## config.mk

```make
export PLATFORM = sky130hd
export DESIGN_NAME = mul_div_unit
export DESIGN_NICKNAME = d
export VERILOG_FILES = /design/src/rtl/mul_div_unit.sv
export SDC_FILE = /design/constraint.sdc
export NUM_CORES = 1
export LEC_CHECK = 0
export CAP_MARGIN = 20
export CORE_MARGIN = 2
export CORE_UTILIZATION = 50
export CTS_BUF_LIST = sky130_fd_sc_hd__clkbuf_16
export DETAILED_ROUTE_END_ITERATION = 7
export PLACE_DENSITY_LB_ADDON = 0.05
export SETUP_SLACK_MARGIN = 0.15
export SLEW_MARGIN = 20
export SYNTH_ARGS = -nofsm -noshare
export SYNTH_HDL_FRONTEND = slang
export SYNTH_SLANG_ARGS = --single-unit
```

## constraint.sdc

```tcl
create_clock -name clk -period 3.5 [get_ports clk]
set_input_delay 0.525 -clock clk [delete_from_list [all_inputs] [get_ports clk]]
set_output_delay 0.525 -clock clk [all_outputs]
set_load 0.05 [all_outputs]
```

## src/rtl/mul_div_unit.sv

```systemverilog
// Sequential 8-bit unsigned multiply/divide unit for a small register-file datapath.
// Multiply is shift-add (16-bit product), divide is restoring (8-bit quotient and
// remainder). Each operation takes eight one-bit iterations. A divide with a zero
// divisor skips the iterations and completes at once with a saturated quotient.
//
// state | meaning
// IDLE  | waiting for start; operands are latched on acceptance
// RUN   | eight iterations, one bit per cycle, busy=1
// DONE  | one-cycle completion: done and load_enable pulse, results presented
module mul_div_unit (
  input  logic       clk,
  input  logic       reset,
  input  logic       start,
  input  logic       op,
  input  logic [7:0] a_data,
  input  logic [7:0] b_data,
  input  logic [1:0] dest_in,
  output logic       busy,
  output logic       done,
  output logic [7:0] data,
  output logic       load_enable,
  output logic [1:0] destination_select,
  output logic [7:0] result_hi,
  output logic       div_by_zero
);

  typedef enum logic [1:0] {IDLE, RUN, DONE} state_t;

  state_t      state_q, state_d;
  logic [2:0]  cnt_q, cnt_d;
  logic        op_q, op_d;
  logic [7:0]  a_q, a_d;
  logic [7:0]  b_q, b_d;
  logic [1:0]  dest_q, dest_d;
  // Multiply: running product. Divide: {partial remainder, dividend/quotient}.
  logic [15:0] acc_q, acc_d;

  logic        busy_q, busy_d;
  logic        done_q, done_d;
  logic        load_q, load_d;
  logic [7:0]  data_q, data_d;
  logic [7:0]  hi_q, hi_d;
  logic [1:0]  dsel_q, dsel_d;
  logic        dbz_q, dbz_d;

  logic [15:0] step_mul;
  logic [15:0] step_div;
  logic [8:0]  rem_trial;
  logic [8:0]  rem_diff;

  // One iteration of each algorithm, computed from the current accumulator.
  always_comb begin
    step_mul  = b_q[cnt_q] ? (acc_q + ({8'h00, a_q} << cnt_q)) : acc_q;
    // Shift the remainder/dividend pair left by one; the upper 9 bits are the trial remainder.
    rem_trial = acc_q[15:7];
    rem_diff  = rem_trial - {1'b0, b_q};
    if (rem_trial >= {1'b0, b_q}) begin
      step_div = {rem_diff[7:0], acc_q[6:0], 1'b1};
    end else begin
      step_div = {rem_trial[7:0], acc_q[6:0], 1'b0};
    end
  end

  // Next-state and registered-output logic.
  always_comb begin
    state_d = state_q;
    cnt_d   = cnt_q;
    op_d    = op_q;
    a_d     = a_q;
    b_d     = b_q;
    dest_d  = dest_q;
    acc_d   = acc_q;
    busy_d  = 1'b0;
    done_d  = 1'b0;
    load_d  = 1'b0;
    data_d  = data_q;
    hi_d    = hi_q;
    dsel_d  = dsel_q;
    dbz_d   = dbz_q;
    case (state_q)
      IDLE: begin
        if (start) begin
          op_d   = op;
          a_d    = a_data;
          b_d    = b_data;
          dest_d = dest_in;
          cnt_d  = 3'd0;
          if (op && (b_data == 8'h00)) begin
            state_d = DONE;
            done_d  = 1'b1;
            load_d  = 1'b1;
            data_d  = 8'hFF;
            hi_d    = a_data;
            dbz_d   = 1'b1;
            dsel_d  = dest_in;
          end else begin
            state_d = RUN;
            busy_d  = 1'b1;
            acc_d   = op ? {8'h00, a_data} : 16'h0000;
          end
        end
      end
      RUN: begin
        acc_d = op_q ? step_div : step_mul;
        cnt_d = cnt_q + 3'd1;
        if (cnt_q == 3'd7) begin
          state_d = DONE;
          done_d  = 1'b1;
          load_d  = 1'b1;
          data_d  = acc_d[7:0];
          hi_d    = acc_d[15:8];
          dbz_d   = 1'b0;
          dsel_d  = dest_q;
        end else begin
          busy_d = 1'b1;
        end
      end
      DONE: begin
        state_d = IDLE;
      end
      default: begin
        state_d = IDLE;
      end
    endcase
  end

  // State, operand latches and output registers; reset aborts any operation.
  always_ff @(posedge clk) begin
    if (!reset) begin
      state_q <= IDLE;
      cnt_q   <= 3'd0;
      op_q    <= 1'b0;
      a_q     <= 8'h00;
      b_q     <= 8'h00;
      dest_q  <= 2'b00;
      acc_q   <= 16'h0000;
      busy_q  <= 1'b0;
      done_q  <= 1'b0;
      load_q  <= 1'b0;
      data_q  <= 8'h00;
      hi_q    <= 8'h00;
      dsel_q  <= 2'b00;
      dbz_q   <= 1'b0;
    end else begin
      state_q <= state_d;
      cnt_q   <= cnt_d;
      op_q    <= op_d;
      a_q     <= a_d;
      b_q     <= b_d;
      dest_q  <= dest_d;
      acc_q   <= acc_d;
      busy_q  <= busy_d;
      done_q  <= done_d;
      load_q  <= load_d;
      data_q  <= data_d;
      hi_q    <= hi_d;
      dsel_q  <= dsel_d;
      dbz_q   <= dbz_d;
    end
  end

  assign busy               = busy_q;
  assign done               = done_q;
  assign load_enable        = load_q;
  assign data               = data_q;
  assign result_hi          = hi_q;
  assign destination_select = dsel_q;
  assign div_by_zero        = dbz_q;

endmodule

```

==> impl_table.tex, run 1 <==
\begin{tabular}{lr}
\hline
Metric & Value \\
\hline
\multicolumn{2}{l}{\textbf{Routing}} \\
\quad Routed length per instance & approximately 19 µm \\
\quad Post-route DRC violation count & 0 \\
\quad Total number of vias & between 4000 and 5000 \\
\quad Post-detailed-route count of antenna-violating nets & 0 \\
\quad Count of TritonRoute iterations in the first routing pass & 5 \\
\quad Aggregate routed wire length & roughly 14000 µm \\
\quad Number of vias per cell & about 6 \\
\quad Initial DRC count & 275 \\
\multicolumn{2}{l}{\textbf{Synthesis}} \\
\quad Cell type with the highest aggregate area in the netlist & dfxtp\_1 \\
\quad Yosys warning count & 0 \\
\quad Count of flip-flops with a built-in enable after synthesis & 0 \\
\quad Number of standard cells after synthesis & between 500 and 600 \\
\quad Leading cell types by total area after synthesis & dfxtp\_1 (28\%), nand2\_1 (7.8\%), ha\_1 (7.2\%), a21oi\_1 (5.1\%), mux2i\_1 (4.4\%) \\
\quad Most numerous cell types in the synthesized netlist & nand2\_1 (91), dfxtp\_1 (61), a21oi\_1 (44) \\
\quad Synthesized area per cell & 7.778 µm² \\
\quad Share of flip-flops with an asynchronous set or reset & 0\% \\
\quad Most repeated cell in the gate-level netlist after synthesis & nand2\_1 \\
\quad Yosys top cell area share & 28.04\% \\
\quad Post-synthesis instance area & roughly 0.0044 mm² \\
\quad Primary flip-flop cell chosen by synthesis mapping & dfxtp\_1 \\
\quad Number of distinct library cell variants in the gate-level netlist after synthesis & 72 \\
\quad Share of the yosys chip area belonging to registers & 28.04\% \\
\quad Number of flip-flops and latches in the synthesized netlist & around 60 \\
\quad Post-synthesis net count & approximately 610 \\
\multicolumn{2}{l}{\textbf{CTS}} \\
\quad Buffers from clock root to sink, at most & 2 \\
\quad Number of clock sinks & 61 \\
\quad TritonCTS clock tree & built \\
\quad Total number of H-tree levels & 3 \\
\quad Cts bufs inserted & 9 \\
\quad Buffer type at the clock tree root & clkbuf\_16 \\
\quad Clock Latency Late Sink & around 0.33 ns \\
\quad Count of hold-fix buffers inserted at cts & 0 \\
\quad Clock Pin Slew Worst Setup and Hold Paths & 0.06 ns \\
\multicolumn{2}{l}{\textbf{Setup path}} \\
\quad Largest stage delay, worst path & $\sim$0.52 ns \\
\quad Worst Setup SP & cnt\_q[1]\$\_SDFFE\_PN0P\_ \\
\quad List of cells traversed by the critical path & buf\_6 -> mux2i\_1 -> mux2\_2 -> nor2\_1 -> ha\_1 -> nand3\_1 -> o221ai\_1 -> a22oi\_2 -> a2111oi\_2 -> a21oi\_1 -> o32a\_1 -> a31oi\_1 \\
\quad Crit Path Max Fanout & 10 \\
\quad Startpoint of the worst-slack reg-to-reg timing path & cnt\_q[1]\$\_SDFFE\_PN0P\_ \\
\quad Data required time of the worst path & 3.76 ns \\
\quad Endpoint arrival time on the critical path & approximately 3.4 ns \\
\quad Type of element launching the critical path & register \\
\quad Slowest cell on the critical path & a2111oi\_2 \\
\quad Family with the most delay on the worst path & compound AO/OA/AOI/OAI gates \\
\quad Critical Path Sink Type & register \\
\quad Crit Path Class & register to register \\
\quad Worst path bufs/invs & 1 \\
\multicolumn{2}{l}{\textbf{Floorplanning}} \\
\quad Die X & a little under 100 µm \\
\quad Row count & 34 \\
\quad IO Count & between 40 and 50 \\
\quad Total die area & $\sim$0.0095 mm² \\
\quad Die height & approximately 97 µm \\
\quad Initial standard-cell utilization of the core & between 50 and 60\% \\
\quad Core ar. & 0.008593 mm² \\
\multicolumn{2}{l}{\textbf{Timing}} \\
\quad Final period demand of the worst path & $\sim$3.2 ns \\
\quad Fmax achieved & 315.0 MHz \\
\quad Setup clock skew after layout & 0.007140 ns \\
\quad Setup TNS & 0 ns \\
\quad Transition time at the pin with the least slew margin & between 0.5 and 0.6 ns \\
\quad Final critical-path share of the clock period & 90.70\% \\
\quad Final number of setup-violating endpoints & 0 \\
\quad Unrepaired setup endpoints after global routing & yes \\
\quad Final setup slack of the worst path & 0.3253 ns \\
\quad Endpoints failing hold & 0 \\
\quad Headroom to the max-slew limit & 62.36\% \\
\quad Max-slew violations & 0 \\
\multicolumn{2}{l}{\textbf{Placement}} \\
\quad Number of placed cells counting well taps & a little under 700 \\
\quad Final Wtd Congestion & between 0.9 and 1 \\
\quad HPWL after detailed placement & 10170 µm \\
\quad Setup WS pre-CTS & 0.04677 ns \\
\quad Port Buffers & 43 \\
\multicolumn{2}{l}{\textbf{Power}} \\
\quad Leakage & around 2 nW \\
\quad Worst voltage drop across the vdd grid & about 0.00028 V \\
\quad P per Cell Area & roughly 400 mW/mm² \\
\multicolumn{2}{l}{\textbf{Global routing}} \\
\quad Largest net degree at the start of global routing & 30 \\
\quad Global-route wire length before repair & about 22000 µm \\
\quad Vias in the first global route & $\sim$4200 \\
\quad Antenna violations before repair & 0 \\
\quad Remaining global-route overflow & 0 \\
\quad Aggregate global-route resource usage & $\sim$30\% \\
\multicolumn{2}{l}{\textbf{Cells and area}} \\
\quad Fill count & slightly above 800 \\
\quad Post-route core utilization & 61.05\% \\
\quad Layout area overhead & 20.45\% \\
\quad Layout cell share with drive strength beyond 1 & $\sim$9.9\% \\
\quad Number of antenna diodes & 0 \\
\quad Final Net Count & roughly 650 \\
\quad Final Instance Count excl. Fillers & 712 \\
\multicolumn{2}{l}{\textbf{Min path}} \\
\quad Startpoint of the most critical hold path & dest\_q[0]\$\_SDFFE\_PN0P\_ \\
\quad Worst Hold Class & register to register \\
\multicolumn{2}{l}{\textbf{Flow run}} \\
\quad Max-cap viol count & 0 \\
\multicolumn{2}{l}{\textbf{Status}} \\
\quad Status & complete, no violations \\
\hline
\end{tabular}
==> per-layer routing <==
layer  global-route usage (%)  vias to the layer above  share of wire, %
met2                    45.73                      131                44
met3                    5.755                       26               5.4
met1                    40.89                     2047                47
met5                        0                        -                 0
li1                         -                     2132                 -
met4                    11.00                        0               3.0
==> cell families after synthesis <==
family	share of synthesized area [%]
compound gates	30.57
simple gates	19.10
flops	28.04
buf+inv	5.285
mux	6.693
fa+ha+maj	8.101
xor+xnor	2.212
==> cell usage in the layout (no fill, tap or decap), types with 8 or more instances in the layout <==
cell	Yosys	final
dfxtp_1	61	59
mux2i_1	19	18
nand2_1	91	91
clkbuf_16	0	9
o21ai_1	24	26
nor2_1	22	22
ha_1	25	25
buf_4	3	19
a21oi_1	44	42
inv_1	18	18
nand3_1	9	9
a21boi_0	20	20
o21ai_0	27	25
clkdlybuf4s50_1	0	43
nor3_1	15	15
and2_1	8	8
a31oi_1	10	10
==> worst register-to-register path: stages (launching register included) <==
cell and delay (ns):
dfxtp_2 0.38, buf_6 0.16, mux2i_1 0.25, mux2_2 0.21, nor2_1 0.05, ha_1 0.40
nand3_1 0.13, o221ai_1 0.33, a22oi_2 0.21, a2111oi_2 0.52, a21oi_1 0.09, o32a_1 0.23
a31oi_1 0.15
==> sequential cells by signal (all words and copies together), names as in the netlist <==
register,flops
b_q,8
acc_q,16
dest_q,2
result_hi,8
cnt_q,3
a_q,8
destination_select,2
state_q,2
data,8
div_by_zero,1
busy,1
load_enable,1
op_q,1
==> power breakdown <==
group	internal (mW)	switching, mW	total [mW]
clock	0.553	0.349	0.902
combinational	0.190	0.272	0.462
sequential	0.722	0.0321	0.754
==> timing repair <==
item / CTS / global route
gates resized for setup: 2 / 9
setup buffers: 0 / 1
setup endpoints to repair: 3 / 15
pin swaps: 0 / 3
==> final timing paths <==
kind	endpoint	slack (ns)	cells after the start
worst max register to register	result_hi[7]$_SDFFE_PN0P_	0.33	12
worst min register to register	dest_q[0]$_SDFFE_PN0P_	0.47	2
worst min-delay path	dest_q[0]$_SDFFE_PN0P_	0.47	2
worst max-delay path	result_hi[7]$_SDFFE_PN0P_	0.33	12
==> per-stage QoR <==
step	cell area, µm²	hold WS [ns]	power (mW)
3_5_place_dp	4905	0.4610	1.212
3_3_place_gp	4905	0.4512	1.209
4_1_cts	5214	0.4687	2.105
5_1_grt	5246	0.5093	2.208
6_report	5246	0.4652	2.118
2_1_floorplan	4355	0.4437	1.079
==> area by class of cell <==
| class | instances | area [µm²] | share of cell area, % |
|---|---|---|---|
| multi-input cells | 445 | 2932 | 55.88 |
| flip-flops and latches | 61 | 1224 | 23.32 |
| repair buffers | 63 | 584.3 | 11.14 |
| clock buffers | 9 | 225.2 | 4.293 |
| well taps | 108 | 135.1 | 2.576 |
| clock inverters | 7 | 75.07 | 1.431 |
| inverters | 19 | 71.32 | 1.359 |
No activity file was read; power rests on OpenSTA's default activity.
==> run 2: changes to the inputs <==
--- a/config.mk
+++ b/config.mk
@@ -11,8 +11,8 @@
 export CTS_BUF_LIST = sky130_fd_sc_hd__clkbuf_16
 export DETAILED_ROUTE_END_ITERATION = 7
 export PLACE_DENSITY_LB_ADDON = 0.05
+export RECOVER_POWER = 50
 export SETUP_SLACK_MARGIN = 0.15
-export SLEW_MARGIN = 20
 export SYNTH_ARGS = -nofsm -noshare
 export SYNTH_HDL_FRONTEND = slang
 export SYNTH_SLANG_ARGS = --single-unit
==> impl_table.tex, run 2 (same netlist as run 1, synthesis figures left out) <==
\begin{tabular}{lr}
\hline
Metric & Value \\
\hline
\multicolumn{2}{l}{\textbf{Status}} \\
\quad Status & complete, no violations \\
\multicolumn{2}{l}{\textbf{Cells and area}} \\
\quad Post-layout instance area & about 0.0052 mm² \\
\quad Highest-count cells in the layout ignoring fill and taps & nand2\_1 (91), dfxtp\_1 (59), a21oi\_1 (42), o21ai\_1 (26) \\
\quad Number of antenna diodes & 0 \\
\quad Layout cell share with drive strength beyond 1 & under 10\% \\
\quad Number of flip-flops under the largest register name & 16 \\
\quad Layout area overhead & 20.28\% \\
\quad Most common cell after layout, fill and taps aside & nand2\_1 \\
\quad Final Net Count & approximately 650 \\
\quad Largest register by flop count & acc\_q \\
\multicolumn{2}{l}{\textbf{Placement}} \\
\quad Final Wtd Congestion & around 0.95 \\
\quad Setup WS pre-CTS & approximately 0.047 ns \\
\quad HPWL after detailed placement & 10170 µm \\
\quad Port Buffers & 43 \\
\quad Placed cell area & approximately 0.0049 mm² \\
\multicolumn{2}{l}{\textbf{Timing}} \\
\quad Setup TNS & 0 ns \\
\quad Max-slew violations & 0 \\
\quad Endpoints failing hold & 0 \\
\quad Final number of setup-violating endpoints & 0 \\
\quad Headroom to the max-slew limit & between 15 and 20\% \\
\quad Final setup slack of the worst path & 0.3031 ns \\
\quad Unrepaired setup endpoints after global routing & yes \\
\quad Final critical-path share of the clock period & between 90\% and 100\% \\
\quad Transition time at the pin with the least slew margin & $\sim$1.2 ns \\
\quad Final period demand of the worst path & about 3.2 ns \\
\quad Setup clock skew after layout & 0.006661 ns \\
\quad Fmax achieved & 312.8 MHz \\
\multicolumn{2}{l}{\textbf{Min path}} \\
\quad Min-Delay Path Depth & 2 \\
\quad Worst Hold Class & register to register \\
\quad Min-Delay Endpoint & dest\_q[0]\$\_SDFFE\_PN0P\_ \\
\quad Startpoint of the most critical hold path & dest\_q[0]\$\_SDFFE\_PN0P\_ \\
\multicolumn{2}{l}{\textbf{CTS}} \\
\quad Number of clock sinks & slightly above 60 \\
\quad Buffer type at the clock tree root & clkbuf\_16 \\
\quad Clock Latency Late Sink & $\sim$0.33 ns \\
\quad Buffers from clock root to sink, at most & 2 \\
\quad Total number of H-tree levels & 3 \\
\quad TritonCTS clock tree & built \\
\quad Clock Pin Slew Worst Setup and Hold Paths & about 0.060 ns \\
\quad Cts bufs inserted & 9 \\
\quad Count of hold-fix buffers inserted at cts & 0 \\
\multicolumn{2}{l}{\textbf{Floorplanning}} \\
\quad Die height & 97.33 µm \\
\quad Row count & 34 \\
\quad Total die area & around 0.0095 mm² \\
\quad IO Count & 44 \\
\quad Die X & between 90 and 100 µm \\
\quad Core ar. & around 0.0086 mm² \\
\quad Initial standard-cell utilization of the core & $\sim$51\% \\
\multicolumn{2}{l}{\textbf{Setup path}} \\
\quad Endpoint arrival time on the critical path & between 3 and 4 ns \\
\quad Type of element launching the critical path & register \\
\quad Worst Setup SP & cnt\_q[1]\$\_SDFFE\_PN0P\_ \\
\quad Slowest cell on the critical path & a2111oi\_2 \\
\quad Critical Path Sink Type & register \\
\quad Depth of the worst register-to-register path & 12 \\
\quad Data required time of the worst path & $\sim$3.8 ns \\
\quad Largest stage delay, worst path & 0.54 ns \\
\quad Worst path bufs/invs & 1 \\
\quad Startpoint of the worst-slack reg-to-reg timing path & cnt\_q[1]\$\_SDFFE\_PN0P\_ \\
\quad Crit path depth & 12 \\
\quad Crit Path Max Fanout & 10 \\
\quad Endpoint of the worst-slack reg-to-reg timing path & result\_hi[7]\$\_SDFFE\_PN0P\_ \\
\quad Crit Path Class & register to register \\
\quad List of cells traversed by the critical path & buf\_6 -> mux2i\_1 -> mux2\_2 -> nor2\_1 -> ha\_1 -> nand3\_1 -> o221ai\_1 -> a22oi\_2 -> a2111oi\_2 -> a21oi\_1 -> o32a\_1 -> a31oi\_1 \\
\quad Flop2flop setup slack & slightly above 0.3 ns \\
\quad Family with the most delay on the worst path & compound AO/OA/AOI/OAI gates \\
\multicolumn{2}{l}{\textbf{Global routing}} \\
\quad Remaining global-route overflow & 0 \\
\quad Aggregate global-route resource usage & around 30\% \\
\quad Largest net degree at the start of global routing & 30 \\
\quad Vias in the first global route & between 4000 and 5000 \\
\quad Global-route wire length before repair & between 20000 and 25000 µm \\
\quad Antenna violations before repair & 0 \\
\multicolumn{2}{l}{\textbf{Routing}} \\
\quad Post-route DRC violation count & 0 \\
\quad Routed length per instance & about 19 µm \\
\quad Count of TritonRoute iterations in the first routing pass & 5 \\
\quad Total number of vias & about 4400 \\
\quad Number of vias per cell & 6.118 \\
\quad Initial DRC count & $\sim$280 \\
\quad Post-detailed-route count of antenna-violating nets & 0 \\
\quad Aggregate routed wire length & around 14000 µm \\
\multicolumn{2}{l}{\textbf{Power}} \\
\quad Worst voltage drop across the vdd grid & about 0.00028 V \\
\quad Leakage & $\sim$2.1 nW \\
\quad P per Cell Area & between 400 and 500 mW/mm² \\
\multicolumn{2}{l}{\textbf{Flow run}} \\
\quad Max-cap viol count & 0 \\
\hline
\end{tabular}
==> run 2: timing repair <==
item                       in CTS  in global routing
setup buffers                   0                  1
pin swaps                       0                  3
setup endpoints to repair       3                 15
resized for setup               2                  9
==> run 2: cell type report <==
class	instances	area, µm²
clock buffers	9	225.2
well taps	108	135.1
repair buffers	63	576.8
inverters	19	71.32
fillers	808	3354
flip-flops and latches	61	1224
clock inverters	7	75.07
multi-input cells	445	2932
==> run 2: metal layers <==
metal / up-vias / wire length [µm] / GRT usage, %
li1: 2128 / - / -
met3: 25 / 820 / 5.755
met2: 143 / 6019 / 45.73
met1: 2060 / 6304 / 40.89
met5: - / 0 / 0
met4: 0 / 398 / 11.00
==> run 2: worst max-delay path by stage <==
| stage | endpoint | slack [ns] |
|---|---|---|
| after floorplan | result_hi[4]$_SDFFE_PN0P_ | 0.18 |
| after global placement | result_hi[7]$_SDFFE_PN0P_ | 0.09 |
| after detailed placement | result_hi[7]$_SDFFE_PN0P_ | 0.05 |
| after CTS | result_hi[4]$_SDFFE_PN0P_ | 0.17 |
| after global routing | result_hi[7]$_SDFFE_PN0P_ | 0.09 |
| final | result_hi[7]$_SDFFE_PN0P_ | 0.30 |
==> run 2: worst reg2reg max path: cells and delay by family, from the launching register on <==
family	cells	cell delay, ns
flip-flops	1	0.38
AO/OA/AOI/OAI	6	1.55
adder cells (fa/ha/maj)	1	0.40
multiplexers	2	0.46
buffers and inverters	1	0.16
AND/OR/NAND/NOR	2	0.18
==> run 2: where the power goes <==
part	internal (mW)	switching (mW)
clock	0.553	0.352
sequential	0.722	0.0320
combinational	0.188	0.271
==> run 2: through the flow <==
step,instances,power [mW],hold slack [ns],utilization [%]
global route,712,2.206,0.5038,60.96
finish,712,2.118,0.4705,60.96
floorplan,560,1.079,0.4437,-
detailed placement,695,1.212,0.4610,57.08
CTS,711,2.105,0.4687,60.67
global placement,695,1.209,0.4512,57.08
==> RTL change: new RTL, config.mk and constraints of run 2 <==
Encoding of `state_t`: now one-hot (3 bits for 3 states).
--- a/src/rtl/mul_div_unit.sv
+++ b/src/rtl/mul_div_unit.sv
@@ -26,3 +26,3 @@
 
-  typedef enum logic [1:0] {IDLE, RUN, DONE} state_t;
+  typedef enum logic [2:0] {IDLE = 3'b001, RUN = 3'b010, DONE = 3'b100} state_t;
 
Function: no difference found for any inputs over 4 cycles, from zero or initial values and one cycle with reset low; so few cycles prove little.
==> RTL change against run 2 <==
- the flow now finishes with violations (capacitance limit, slew limit)
- sequential cell count rose by 1
- combinational power fell by 20%
- critical path depth shrank 6
- cell area rose by 3.1%
- synthesized area increased by 4.1%
- power rose by 2.7%
- wire length increased by 6.5%
- synthesized cell count is 5.5% higher
- worst setup slack improved by 32 ps
- clock power up 16%
- non-clock buffer count is 2 lower
- critical path type is now input port to flop
- largest power group unchanged
==> RTL change: results (changes against run 2) <==
{
  "logic_synthesis": {
    "post_synth_num_cell_types": {"value": 76, "change": "+5.6%"},
    "yosysSeqAreaShare": {"value": 27.37, "unit": "%", "change": "-0.66 points"},
    "post_synth_main_area_contributors": "dfxtp_1 (27%), nand2_1 (8.9%), a21oi_1 (7.0%)",
    "ys_dominant_reg_cell": "dfxtp_1",
    "mappedNetlistNets": {"value": 640, "change": "+5.1%"},
    "netlist_top_cells_count": "nand2_1 (107), a21oi_1 (63), dfxtp_1 (62)",
    "yosys_warnings": {"value": 0, "change": "unchanged"}
  },
  "routing": {
    "num_vias": {"value": 4689, "change": "+7.6%"},
    "routed_wl": {"value": 14.42, "unit": "mm", "change": "+6.5%"},
    "first_iter_violations": {"value": 340, "change": "+24%"}
  },
  "setup_path": {
    "worstPathMaxFanout": {"value": 43, "change": "+33"},
    "worst_path_largest_cell_delay": {"value": 1460, "unit": "ps", "change": "+920 ps"},
    "r2r_slack": {"value": 370, "unit": "ps", "change": "+70 ps"},
    "library_cell_contributing_the_largest_single_delay_on_the_critical_path": "clkbuf_1",
    "cpLargestDelayFamily": "buffers and inverters",
    "worst_ep_arrival_time": {"value": 3390, "unit": "ps", "change": "-60 ps"}
  },
  "grt": {
    "vias_in_the_first_global_route": {"value": 4523, "change": "+8.0%"},
    "grt_use_total": {"value": 29.84, "unit": "%", "change": "+0.32 points"},
    "grt_first_pass_wirelength": {"value": 23.31, "unit": "mm", "change": "+4.9%"},
    "grt_start_max_net_pins": {"value": 44, "change": "+47%"}
  },
  "place": {
    "place.detailed.hpwl": {"value": 10.85, "unit": "mm", "change": "+6.6%"},
    "pre_cts_slack": {"value": 130.9, "unit": "ps", "change": "+84.13 ps"},
    "place_congestion": {"value": 0.9668, "change": "+1.7%"},
    "placed_cell_area": {"value": 5069, "unit": "um^2", "change": "+3.3%"}
  },
  "cts": {
    "worst_setup_hold_path_clk_slew": {"value": 60, "unit": "ps", "change": "about the same"}
  },
  "timing": {
    "worst_slack": {"value": 335.4, "unit": "ps", "change": "+32.24 ps"},
    "fin_skew": {"value": 11.85, "unit": "ps", "change": "+5.185 ps"},
    "max_slew.worst_pin.slew": {"value": 2042, "unit": "ps", "change": "+794.0 ps"},
    "final_max_slew_viol_count": {"value": 44, "change": "+44"}
  },
  "run": {
    "max_cap_viol_count": {"value": 1, "change": "+1"}
  },
  "finish": {
    "fraction_of_final_layout_cells_sized_beyond_drive_strength_1": {"value": 9.365, "unit": "%", "change": "-0.072 points"},
    "fillerInstances": {"value": 835, "change": "+3.3%"},
    "layout.nets": {"value": 674, "change": "+4.0%"},
    "largest-register": "acc_q"
  },
  "run_status": {
    "run_status": "complete, but fails checks",
    "violations_in_the_final_reports": "capacitance limit, slew limit"
  },
  "pwr": {
    "vdd.ir_drop.worst": {"value": 259.4, "unit": "uV", "change": "-7.9%"},
    "netSwitchingPower": {"value": 0.0006031, "unit": "W", "change": "-7.9%"},
    "power.static_leakage": {"value": 2.096, "unit": "nW", "change": "+1.5%"}
  }
}
RTL change: changes by cell type after synthesis, moves of 8 or more:
cell,change
a21oi_1,+19
o21ai_1,-20
nor2_1,+22
nand2_1,+16
a21boi_0,-20
nand3_1,+14
mux2i_1,-8
RTL change: tightest hold or removal path, cell delays in order, from the launching register on:
cell     delay [ps]
dfxtp_1         310
nand2_1          50
a21oi_1          50
RTL change: worst paths after layout:
check                           depth (start not counted)      start      endpoint
worst min-delay path                                    2  dest_q[0]     dest_q[0]
worst min register to register                          2  dest_q[0]     dest_q[0]
worst max-delay path                                    6      reset  result_hi[1]
worst max register to register                         12   cnt_q[1]  result_hi[7]
RTL change: power groups by stage:
stage	Combinational, W	Clock [W]	Sequential [W]
finish	0.000368	0.00105	0.000757
global route	0.000400	0.00109	0.000760
CTS	0.000365	0.00105	0.000756
detailed placement	0.000362	0	0.000772
global placement	0.000357	0	0.000771
floorplan	0.000255	0	0.000764
RTL change: area by class of cell:
type	count	area, um^2	area share, %
diodes	1	2.502	0.04633
clock buffers	9	225.2	4.170
clock inverters	7	120.1	2.224
inverters	14	52.55	0.9729
multi-input cells	477	3065	56.75
flip-flops and latches	62	1242	23.00
well taps	108	135.1	2.502
repair buffers	61	558.0	10.33
RTL change: repair_timing:
action / CTS / global route
setup endpoints to repair: 2 / 2
gates cloned: 0 / 0
resized for setup: 1 / 2
RTL change: per-stage QoR:
step | cells | hold WS (ps) | total power, W
after global placement | 722 | 444.4 | 0.001128
after CTS | 738 | 459.6 | 0.002173
final | 739 | 454.0 | 0.002175
after detailed placement | 722 | 451.7 | 0.001134
after global routing | 738 | 483.5 | 0.002245
after floorplan | 591 | 432.2 | 0.001019
RTL change: logic make-up (layout without fill, tap and decap cells):
family                   after synthesis  count (layout)  synth area share (%)
other                                  0               1                     0
AO/OA/AOI/OAI                        186             186                 27.57
buffers and inverters                 52              91                 5.160
flip-flops                            62              62                 27.37
adder cells (fa/ha/maj)               27              27                 7.781
XOR/XNOR                              15              15                 2.897
AND/OR/NAND/NOR                      227             227                 22.99
multiplexers                          22              22                 6.236
RTL change: layer usage:
layer  up-vias  track usage [%]  part of all wire (%)
li1       2240                -                     -
met1      2224            40.54                    44
met3        37            4.146                   6.3
met2       188            49.01                    47
met4         0            9.800                   2.7
met5         -                0                     0
